--- src/rtl/countdown_pkg.sv ---
// Shared definitions for the multi-channel countdown timer: channel state
// encoding and prescaler sizing helper.
package countdown_pkg;

    localparam logic [1:0] CD_ENC_IDLE  = 2'd0;
    localparam logic [1:0] CD_ENC_RUN   = 2'd1;
    localparam logic [1:0] CD_ENC_PAUSE = 2'd2;
    localparam logic [1:0] CD_ENC_DONE  = 2'd3;

    typedef enum logic [1:0] {
        IDLE  = CD_ENC_IDLE,
        RUN   = CD_ENC_RUN,
        PAUSE = CD_ENC_PAUSE,
        DONE  = CD_ENC_DONE
    } cd_state_t;

    // Prescaler counts 0..div-1; keep at least one bit for the smallest divider.
    function automatic int pre_width(input int div);
        int w;
        w = $clog2(div);
        return (w < 1) ? 1 : w;
    endfunction

endpackage

--- src/rtl/countdown_channel.sv ---
// One countdown channel: FSM, private prescaler, count and reload register.
// Auto-reload is built only when COUNTDOWN_AUTORELOAD_EN is defined.
module countdown_channel
    import countdown_pkg::*;
#(
    parameter int SEC_W    = 17,
    parameter int TICK_DIV = 100_000_000
) (
    input  logic             clk,
    input  logic             rst,
    input  logic             load,
    input  logic [SEC_W-1:0] tar_sec,
    input  logic             run,
    input  logic             pause,
    input  logic             clear,
    input  logic             ack,
    input  logic             mode,
    output logic [SEC_W-1:0] seconds,
    output logic             busy,
    output logic             done,
    output logic             expire
);

    localparam int               PRE_W    = pre_width(TICK_DIV);
    localparam logic [PRE_W-1:0] PRE_LAST = PRE_W'(TICK_DIV - 1);
    localparam logic [PRE_W-1:0] PRE_ONE  = PRE_W'(1);
    localparam logic [SEC_W-1:0] SEC_ONE  = SEC_W'(1);

    cd_state_t        state;
    logic [PRE_W-1:0] pre;
    logic [SEC_W-1:0] reload;

    wire start_req = run && !pause;
    wire pause_req = pause && !run;

`ifndef COUNTDOWN_AUTORELOAD_EN
    // Without auto-reload the mode input and reload value are never consulted.
    logic unused_cfg;
    assign unused_cfg = ^{mode, reload};
`endif

    always_ff @(posedge clk) begin
        if (rst) begin
            state   <= IDLE;
            seconds <= '0;
            reload  <= '0;
            pre     <= '0;
            busy    <= 1'b0;
            done    <= 1'b0;
            expire  <= 1'b0;
        end else begin
            expire <= 1'b0;
            if (clear) begin
                state   <= IDLE;
                seconds <= '0;
                pre     <= '0;
                busy    <= 1'b0;
                done    <= 1'b0;
            end else if (load) begin
                state   <= IDLE;
                seconds <= tar_sec;
                reload  <= tar_sec;
                pre     <= '0;
                busy    <= 1'b0;
                done    <= 1'b0;
            end else if (ack && state == DONE) begin
                state <= IDLE;
                done  <= 1'b0;
            end else begin
                case (state)
                    IDLE: begin
                        if (start_req && seconds != '0) begin
                            state <= RUN;
                            busy  <= 1'b1;
                            pre   <= '0;
                        end
                    end
                    // Resume keeps pre so the partial unit is not lost.
                    PAUSE: begin
                        if (start_req && seconds != '0) begin
                            state <= RUN;
                            busy  <= 1'b1;
                        end
                    end
                    RUN: begin
                        if (pause_req) begin
                            state <= PAUSE;
                            busy  <= 1'b0;
                        end else if (pre == PRE_LAST) begin
                            pre <= '0;
                            if (seconds == SEC_ONE) begin
                                expire <= 1'b1;
`ifdef COUNTDOWN_AUTORELOAD_EN
                                if (mode && reload != '0) begin
                                    seconds <= reload;
                                end else begin
                                    seconds <= '0;
                                    state   <= DONE;
                                    busy    <= 1'b0;
                                    done    <= 1'b1;
                                end
`else
                                seconds <= '0;
                                state   <= DONE;
                                busy    <= 1'b0;
                                done    <= 1'b1;
`endif
                            end else if (seconds != '0) begin
                                seconds <= seconds - SEC_ONE;
                            end
                        end else begin
                            pre <= pre + PRE_ONE;
                        end
                    end
                    default: begin
                    end
                endcase
            end
        end
    end

endmodule

--- src/rtl/countdown_multi.sv ---
// CHANNELS independent countdown timers sharing only the clock; buzzer is the
// OR of all sticky done flags. Optional auto-reload: COUNTDOWN_AUTORELOAD_EN.
module countdown_multi
    import countdown_pkg::*;
#(
    parameter int CHANNELS = 4,
    parameter int SEC_W    = 17,
    parameter int TICK_DIV = 100_000_000
) (
    input  logic                      clk,
    input  logic                      rst,
    input  logic [CHANNELS-1:0]       load,
    input  logic [CHANNELS*SEC_W-1:0] tar_sec,
    input  logic [CHANNELS-1:0]       run,
    input  logic [CHANNELS-1:0]       pause,
    input  logic [CHANNELS-1:0]       clear,
    input  logic [CHANNELS-1:0]       ack,
    input  logic [CHANNELS-1:0]       mode,
    output logic [CHANNELS*SEC_W-1:0] seconds,
    output logic [CHANNELS-1:0]       busy,
    output logic [CHANNELS-1:0]       done,
    output logic [CHANNELS-1:0]       expire,
    output logic                      buzzer
);

    for (genvar i = 0; i < CHANNELS; i++) begin : g_ch
        countdown_channel #(
            .SEC_W    (SEC_W),
            .TICK_DIV (TICK_DIV)
        ) u_ch (
            .clk     (clk),
            .rst     (rst),
            .load    (load[i]),
            .tar_sec (tar_sec[i*SEC_W +: SEC_W]),
            .run     (run[i]),
            .pause   (pause[i]),
            .clear   (clear[i]),
            .ack     (ack[i]),
            .mode    (mode[i]),
            .seconds (seconds[i*SEC_W +: SEC_W]),
            .busy    (busy[i]),
            .done    (done[i]),
            .expire  (expire[i])
        );
    end

    assign buzzer = |done;

endmodule

--- config.mk ---
export PLATFORM = sky130hd
export DESIGN_NAME = countdown_multi
export DESIGN_NICKNAME = d
export VERILOG_FILES = /design/src/rtl/countdown_pkg.sv /design/src/rtl/countdown_channel.sv /design/src/rtl/countdown_multi.sv
export SDC_FILE = /design/constraint.sdc
export NUM_CORES = 1
export LEC_CHECK = 0
export BUFFER_PORTS_ARGS = -buffer_cell sky130_fd_sc_hd__buf_2
export CAP_MARGIN = 25
export CORE_MARGIN = 2
export CORE_UTILIZATION = 60
export DETAILED_ROUTE_END_ITERATION = 16
export GPL_TIMING_DRIVEN = 0
export PLACE_DENSITY = 0.81
export REMOVE_ABC_BUFFERS = 1
export SETUP_SLACK_MARGIN = 0.15
export SLEW_MARGIN = 20
export SYNTH_ARGS = -nofsm -noshare
export SYNTH_HDL_FRONTEND = slang
export SYNTH_SLANG_ARGS = --single-unit
--- constraint.sdc ---
create_clock -name clk -period 4.1 [get_ports clk]
set_input_delay 0.82 -clock clk [delete_from_list [all_inputs] [get_ports clk]]
set_output_delay 0.82 -clock clk [all_outputs]
set_load 0.1 [all_outputs]
==> metrics <==
Post-CTS Hold Buffers 0; dpl ws 656 ps; global route overflow 0; status finished, final reports clean; H-tree depth 4; DIE AREA 19,300 µm²; most frequent cell after synthesis dfxtp_1; WP data arrival 3490 ps; via count 11,300; dpl cell area 11,800 µm²; initial antenna violation count 1; CTS Sinks 196; Antenna Nets Post-Route 0; skew final 12.4 ps; final instance area 12,300 µm²; Tcrit/Tclk final 0.764; first-pass GRT wire length 48,300 µm; DRC Markers 0; sequential standard cell area 3920 µm²; Reg2Reg Launch Point g_ch[1].u_ch.seconds[10]; worst-case reg-to-reg path depth 6; power per cell area 342 nW/µm²; final hold vios 0; Worst setup EP type flop; share of layout cells above drive strength 1 0.156; die width 139 µm; Mapped Avg Cell Area 7.77 µm²; RD Place Congestion 0.954; setup bufs post-CTS 0; HPWL after detailed placement 20,600 µm; Crit Path Max Fanout 25; Async SR Flop Fraction 0; Worst R2R End g_ch[1].u_ch.pre[24]; largest net degree at the start of global routing 27; CTS Buffer Depth 2; Cells after Synth 1,404; Critical Path Stages 6; Core Footprint 17,900 µm²; P_leak 4.53 nW; Worst Tran Pin Value 1010 ps; max_slew headroom 0.318; Port Buf Inserts 170; GRT Total Usage 0.292; Starting Density 0.610; most frequent CP cell nand2_1; Final Critical Period 3130 ps; M1 WL 13,000 µm; Resized cells post-CTS 0; worst vdd ir 0.378 mV; CP Launch Point g_ch[1].u_ch.seconds[10]; Buf/Inv on CP 0; Final Core Density 0.690; Post-synth EDFFs 0; #FFs+latches synth 196; vias in the first global route 10,100; worst hold path class flop to flop; mean routed wirelength per cell 16.4 µm; Setup CP Type flop to flop; Layout fillers 1,483; fmax 0.319 GHz; WL met2 13,300 µm; Fin Hold WS 462 ps; post-synthesis cell area 10,900 µm²; Pre-antenna DRT Iters 8; Slew Limit Fails 0; register area share after synthesis 0.360; synth cell count leaders 196 x dfxtp_1, 183 x nor2_1, 130 x nand2_1; DR top layer met4; post-layout net count 1,642; row cnt 49; antenna cell count 0; slowest stage cell on the critical path nor4_1; Yosys top cell area share 0.360; total CTS buffers 17; CTS tree done; Root Driver clkbuf_16; final setup fails 0; Syn. warnings 0; Initial DRC Count 1,066; CP cell instances nor4_1 > nand3_1 > o311a_1 > nand2_1 > nand2_1 > a21oi_1; Worst-path clk slew 70 ps; Die Ht 139 µm; area of the multi-input gates 6580 µm²; post-synth top area cell dfxtp_1; I/O pin count 175; delay-heaviest family, CP simple AND/OR/NAND/NOR gates; WL final 29,100 µm; worst hold stages 2; CP required 4450 ps; fin worst setup slack 966 ps; post-DR vias/cell 6.35; Worst setup endpoint g_ch[1].u_ch.pre[24]; RSZ-0062 raised after global routing false; Max-Cap Viols 0; startpoint type of the worst setup path flop; met3 routed WL 2160 µm; Synth area leaders dfxtp_1 36%, nor2_1 6.3%, nand2_1 4.5%, o21ai_0 4.0%, a21oi_1 3.5%; Skew-Pair Late Insertion Delay 440 ps; area grow syn2layout 13.1%; R2R Setup Slk 970 ps; setup TNS 0 ps; maximum cell stage delay along the critical path 790 ps; dominant synthesized flop cell dfxtp_1; Yosys cell types 80
layer usage:
metal	up-vias	track usage
li1	5403	-
met1	5321	0.408
met2	497	0.457
met3	64	0.0501
met4	0	0.104
met5	-	0
cell type report:
| cell class | count | share of cell area |
|---|---|---|
| timing repair buffer | 175 | 0.0722 |
| sequential | 196 | 0.318 |
| multi-input combinational | 1117 | 0.533 |
| clock buffer | 18 | 0.0356 |
| tap | 229 | 0.0232 |
| clock inverter | 14 | 0.00922 |
| inverter | 29 | 0.00882 |
worst reg2reg max path, cell delays in order, from the launching register on:
cell,delay (ps)
dfxtp_1,390
nor4_1,790
nand3_1,300
o311a_1,640
nand2_1,130
nand2_1,480
a21oi_1,310
metrics by stage:
step | total power [mW] | instances
2_1_floorplan | 2.46 | 1342
5_1_grt | 4.36 | 1778
3_3_place_gp | 2.62 | 1741
6_report | 4.22 | 1778
3_5_place_dp | 2.63 | 1744
4_1_cts | 4.22 | 1776
cells by family (layout without fill, tap and decap cells):
group                    count (synthesis)  in the layout  synth area share
AO/OA/AOI/OAI                          300            300             0.174
buffers and inverters                   91            236            0.0382
XOR/XNOR                                78             78            0.0626
AND/OR/NAND/NOR                        717            717             0.342
flip-flops                             196            196             0.360
multiplexers                            10             10           0.00917
adder cells (fa/ha/maj)                 12             12            0.0138
flip-flops by register name, indices dropped and copies added, names as in the netlist:
name	flops
g_ch.u_ch.busy	4
g_ch.u_ch.done	4
g_ch.u_ch.expire	4
g_ch.u_ch.pre	108
g_ch.u_ch.seconds	68
g_ch.u_ch.state	8
cell usage in the layout (no fill, tap or decap), types with 27 or more instances in the layout:
| cell type | Yosys | layout |
|---|---|---|
| dfxtp_1 | 196 | 196 |
| nor2_1 | 183 | 183 |
| buf_2 | 6 | 171 |
| nand2_1 | 130 | 130 |
| o21ai_0 | 88 | 87 |
| nand3_1 | 76 | 76 |
| a21oi_1 | 76 | 76 |
| nor3_1 | 58 | 58 |
| nand4_1 | 49 | 49 |
| nor4_1 | 43 | 42 |
| xor2_1 | 39 | 39 |
| xnor2_1 | 39 | 39 |
| or3_1 | 30 | 30 |
| inv_1 | 28 | 28 |
| a31oi_1 | 27 | 27 |
report_power, final:
group          switching (mW)  leakage, nW  internal (mW)
logic                   0.473         2.67          0.169
clock network           0.799        0.272          0.811
registers              0.0381         1.59           1.93
total                    1.31         4.53           2.91
worst min path at each step:
stage / startpoint / to / slack (ps)
after floorplan: g_ch[2].u_ch.pre[24] / g_ch[2].u_ch.pre[24] / 430
after global routing: g_ch[3].u_ch.busy / g_ch[3].u_ch.busy / 480
after global placement: g_ch[3].u_ch.busy / g_ch[3].u_ch.busy / 430
final: g_ch[3].u_ch.busy / g_ch[3].u_ch.busy / 460
after CTS: g_ch[2].u_ch.pre[26] / g_ch[2].u_ch.pre[26] / 460
after detailed placement: g_ch[3].u_ch.busy / g_ch[3].u_ch.busy / 450
No activity file was read; power rests on OpenSTA's default activity.
